<file path="config.mk">
export PLATFORM = sky130hd
export DESIGN_NAME = alu_seq_exec
export DESIGN_NICKNAME = d
export VERILOG_FILES = /design/src/rtl/alu_seq_exec.sv
export SDC_FILE = /design/constraint.sdc
export NUM_CORES = 1
export LEC_CHECK = 0
export BUFFER_PORTS_ARGS = -buffer_cell sky130_fd_sc_hd__buf_2
export CAP_MARGIN = 20
export CORE_ASPECT_RATIO = 1.5
export CORE_MARGIN = 1
export CORE_UTILIZATION = 40
export DETAILED_ROUTE_END_ITERATION = 7
export GPL_ROUTABILITY_DRIVEN = 0
export PLACE_DENSITY = 0.59
export SYNTH_ARGS = -nofsm -noshare
export SYNTH_HDL_FRONTEND = slang
export SYNTH_SLANG_ARGS = --single-unit
</file>
<file path="constraint.sdc">
create_clock -name clk_i -period 8.2 [get_ports clk_i]
set_input_delay 0 -clock clk_i [delete_from_list [all_inputs] [get_ports clk_i]]
set_output_delay 0 -clock clk_i [all_outputs]
set_load 0.005 [all_outputs]
</file>
<file path="src/rtl/alu_seq_exec.sv">
// alu_seq_exec: multi-cycle EX-stage execute unit driven by the 4-bit ALUCtrl code.
// Logic, add/sub, compare and lui finish in one cycle. Arithmetic right shifts
// iterate one bit per cycle. Handshake: start_i/ready_o in, done_o pulse out.
module alu_seq_exec #(
  parameter int DW  = 32,
  parameter int SHW = 5
) (
  input  logic           clk_i,
  input  logic           rst_i,
  input  logic           start_i,
  input  logic [3:0]     ALUCtrl_i,
  input  logic [DW-1:0]  src1_i,
  input  logic [DW-1:0]  src2_i,
  input  logic [SHW-1:0] shamt_i,
  input  logic           cmp_unsigned_i,
  output logic           ready_o,
  output logic           busy_o,
  output logic           done_o,
  output logic [DW-1:0]  result_o,
  output logic           zero_o,
  output logic           overflow_o
);

  typedef enum logic [1:0] {
    S_IDLE  = 2'd0,
    S_SHIFT = 2'd1,
    S_DONE  = 2'd2
  } state_t;

  state_t         r_state;
  state_t         w_state_next;
  logic [SHW-1:0] r_cnt;
  logic [DW-1:0]  r_shreg;
  logic [DW-1:0]  r_result;
  logic           r_zero;
  logic           r_ovf;

  logic           w_accept;
  logic           w_is_shift;
  logic           w_last_shift;
  logic [DW-1:0]  w_sum;
  logic [DW-1:0]  w_diff;
  logic           w_lt;
  logic [DW-1:0]  w_op_result;
  logic           w_op_ovf;
  logic [DW-1:0]  w_shr;

  // A request is taken in any state that advertises ready (IDLE or DONE).
  assign w_accept     = start_i && (r_state != S_SHIFT);
  // A zero shift amount needs no iteration, so it completes like a one-cycle op.
  assign w_is_shift   = (ALUCtrl_i == 4'b1000) && (shamt_i != '0);
  assign w_last_shift = (r_state == S_SHIFT) && (r_cnt == SHW'(1));
  assign w_shr        = {r_shreg[DW-1], r_shreg[DW-1:1]};

  // Single-cycle operation results, evaluated directly on the input operands.
  always_comb begin
    w_sum       = src1_i + src2_i;
    w_diff      = src1_i - src2_i;
    w_lt        = cmp_unsigned_i ? (src1_i < src2_i)
                                 : ($signed(src1_i) < $signed(src2_i));
    w_op_result = '0;
    w_op_ovf    = 1'b0;
    case (ALUCtrl_i)
      4'b0000: w_op_result = src1_i & src2_i;
      4'b0001: w_op_result = src1_i | src2_i;
      4'b0010: begin
        w_op_result = w_sum;
        w_op_ovf    = (src1_i[DW-1] == src2_i[DW-1]) && (w_sum[DW-1] != src1_i[DW-1]);
      end
      4'b0110: begin
        w_op_result = w_diff;
        w_op_ovf    = (src1_i[DW-1] != src2_i[DW-1]) && (w_diff[DW-1] != src1_i[DW-1]);
      end
      4'b0111: w_op_result = {{(DW-1){1'b0}}, w_lt};
      4'b1000: w_op_result = src2_i;
      4'b1001: w_op_result = {src2_i[15:0], {(DW-16){1'b0}}};
      4'b1010: w_op_result = w_diff;
      default: w_op_result = '0;
    endcase
  end

  // FSM state register.
  always_ff @(posedge clk_i) begin
    if (rst_i) r_state <= S_IDLE;
    else       r_state <= w_state_next;
  end

  // Next-state logic and state-decoded handshake outputs.
  always_comb begin
    w_state_next = r_state;
    ready_o      = (r_state != S_SHIFT);
    busy_o       = (r_state != S_IDLE);
    done_o       = (r_state == S_DONE);
    if (w_accept) begin
      w_state_next = w_is_shift ? S_SHIFT : S_DONE;
    end else if (w_last_shift) begin
      w_state_next = S_DONE;
    end else if (r_state == S_DONE) begin
      w_state_next = S_IDLE;
    end
  end

  // Datapath: load shifter or results at accept, iterate the shifter in SHIFT.
  always_ff @(posedge clk_i) begin
    if (rst_i) begin
      r_cnt    <= '0;
      r_shreg  <= '0;
      r_result <= '0;
      r_zero   <= 1'b1;
      r_ovf    <= 1'b0;
    end else if (w_accept) begin
      if (w_is_shift) begin
        r_shreg <= src2_i;
        r_cnt   <= shamt_i;
      end else begin
        r_result <= w_op_result;
        r_zero   <= (w_op_result == '0);
        r_ovf    <= w_op_ovf;
      end
    end else if (r_state == S_SHIFT) begin
      r_cnt <= r_cnt - SHW'(1);
      if (w_last_shift) begin
        r_result <= w_shr;
        r_zero   <= (w_shr == '0);
        r_ovf    <= 1'b0;
      end else begin
        r_shreg <= w_shr;
      end
    end
  end

  assign result_o   = r_result;
  assign zero_o     = r_zero;
  assign overflow_o = r_ovf;

endmodule

</file>
==> run metrics <==
Post-synth ARST share 0%; FF-to-FF setup slack 4810 ps; HPWL after DPL 26.8 mm; final hold violation count 0; dpl cell area 9510 um2; status completed; # H-tree levels 3; vias in the first global route 9619; first-pass GRT wire length 53.2 mm; min Tclk post-route 4170 ps; Final Setup Violations 0; Initial Util 40.7%; CP endpoint kind flip-flop; FF-to-FF Start r_state[1]$_SDFFE_PP0P_; CP Class input pin to flip-flop; Crit Path Max Fanout 10; Post-CTS Setup Bufs 0; number of routed nets with antenna violations 0; Root Buffer clkbuf_16; overall power 0.00129 W; initial drt markers 907; Ys Warns 0; post-layout instance area 9920 um2; GRT overflow 0; Worst-Margin Slew 954 ps; Mapped Nets 1457; max-cap violations 0; CTS max path bufs 2; WL/cell 21.6 um; CTS Buf Count 9; Vias 10300; non-filler instance count after layout 1623; Startpoint Class input pin; Clock Latency Late Sink 340 ps; Unique masters post-synth 84; antenna violations before repair 0; cell count after synthesis 1277; Die Footprint 22500 um2; CTS tree done; ANT cells 0; Detailed Routing Iterations Pass 1 6; share of layout cells above drive strength 1 12.7%; Post-Route WL 35.0 mm; synthesized cell area 8770 um2; CTS Sinks 72; Achievable Freq 240 MHz; crit path from src2_i[16]; Arrival @ worst endpoint 4430 ps; # resized after CTS 0; ys flop type dfxtp_1; sequential share of the synthesized area 16.4%; RSZ-0062 raised after global routing false; final-report max-slew violation count 0; hold path start start_i; most frequent cells in the layout nor2_1 (159), nand2_1 (146), buf_2 (113); IO Count 114; cell total after placement 1594; number of synthesized flops with an enable pin 0; CORE AREA 21600 um2; #FFs+latches synth 72; clk_skew 6.49 ps; pin count of the biggest net entering global routing 81; PD cells 130 nW/um2; Die H 183 um; Total GRT Usage 31.2%; Port Buffers 113; setup TNS 0 ps; Max rail drop VDD 78.7 uV; synth-to-layout area growth 13.1%; die width 123 um; CP required 8460 ps; Clock Pin Slew Worst Setup and Hold Paths 60 ps; Max transition margin 35.5%; Hold Path Class input pin to flip-flop; most common cell after layout, fill and taps aside nor2_1; syn avg cell area 6.87 um2; Site Rows 66; vias per cell 6.32; final worst-path cycle share 50.8%; DRC viols 0; CTS Hold Bufs 15; Leakage 4.27 nW; Final nets 1528
[flip-flops by register name, indices dropped and copies added (netlist names)]
signal	flops
result_o	32
r_shreg	31
r_cnt	5
r_state	2
overflow_o	1
zero_o	1
[report_power, final]
group | switching [W] | internal [W]
clock | 0.000151 | 0.000208
combinational | 0.000349 | 0.000190
sequential | 0.0000190 | 0.000374
[logic make-up after synthesis]
kind of cell / count (synthesis) / synth area share, %
and+or+nand+nor: 480 / 25.5
adders and majority gates: 103 / 14.9
muxes: 3 / 0.499
buffers and inverters: 186 / 8.16
AOI/OAI and AO/OA: 424 / 33.7
DFF: 72 / 16.4
xor gates and xnor gates: 9 / 0.899
[per-stage QoR]
stage          worst slack [ps]  util (%)  hold slack [ps]
2_1_floorplan              5160         -              147
3_3_place_gp               4280      44.1              275
3_5_place_dp               4240      44.1              287
4_1_cts                    4160      46.0             3.84
5_1_grt                    3880      46.0             16.9
6_report                   4030      46.0             13.2
[path summary, 6_finish.rpt]
check        depth (start not counted)                        end
max                                 15        zero_o$_SDFFE_PP1P_
max reg2reg                         12        zero_o$_SDFFE_PP1P_
min reg2reg                          2  result_o[21]$_SDFFE_PP0P_
min                                  4    r_state[1]$_SDFFE_PP0P_
[synth_stat cells, drive strengths merged, types with 5 or more instances]
cell type  count  area [um2]
nor2         160         601
nand2        146         548
a21oi        105         526
inv          102         383
ha           101        1260
o21ai         74         370
dfxtp         72        1440
clkbuf        69         259
a211oi        32         245
nor3          32         160
a311oi        31         272
nand3         23         115
nor4          21         131
a221oi        18         158
nand2b        16         100
nor2b         16         100
a22oi         15         113
and2          15        93.8
buf           15        73.8
o211ai        15         113
o21bai        13        97.6
a221o         12         120
a31oi         12        81.3
a21o          11        82.6
o31ai         11        87.6
nand4          9        56.3
o21a           8        60.1
nand3b         6        45.0
o41ai          6        67.6
or2            6        37.5
or3            6        37.5
a21boi         5        41.3
a222oi         5        50.1
nor4b          5        50.0
o221ai         5        43.8
or4            5        41.3
xnor2          5        43.8
[routing by layer]
layer,vias to the layer above,global-route usage [%],share of wire [%]
met4,0,23.2,7.8
met1,4832,36.2,38
li1,4761,-,-
met3,150,3.79,7.4
met2,513,51.9,47
met5,-,0,0
[worst max-delay path, stage by stage]
cell,delay [ps]
dlygate4sd3_1,520
buf_2,170
inv_1,80
ha_1,500
inv_1,120
nor3_1,630
nand2_1,110
nor4_1,550
nor2_1,190
o21ai_0,430
o311ai_0,200
o41a_1,170
nor4_1,310
nand4_1,230
o31ai_2,220
[final cells by class]
| type | instances | area, um2 |
|---|---|---|
| clock inverter | 4 | 22.5 |
| inverter | 102 | 383 |
| fill | 2251 | 11600 |
| sequential | 72 | 1440 |
| tap | 272 | 340 |
| clock buffer | 10 | 239 |
| multi-input combinational | 1019 | 6660 |
| timing repair buffer | 144 | 836 |
(Power assumes the default switching activity.)
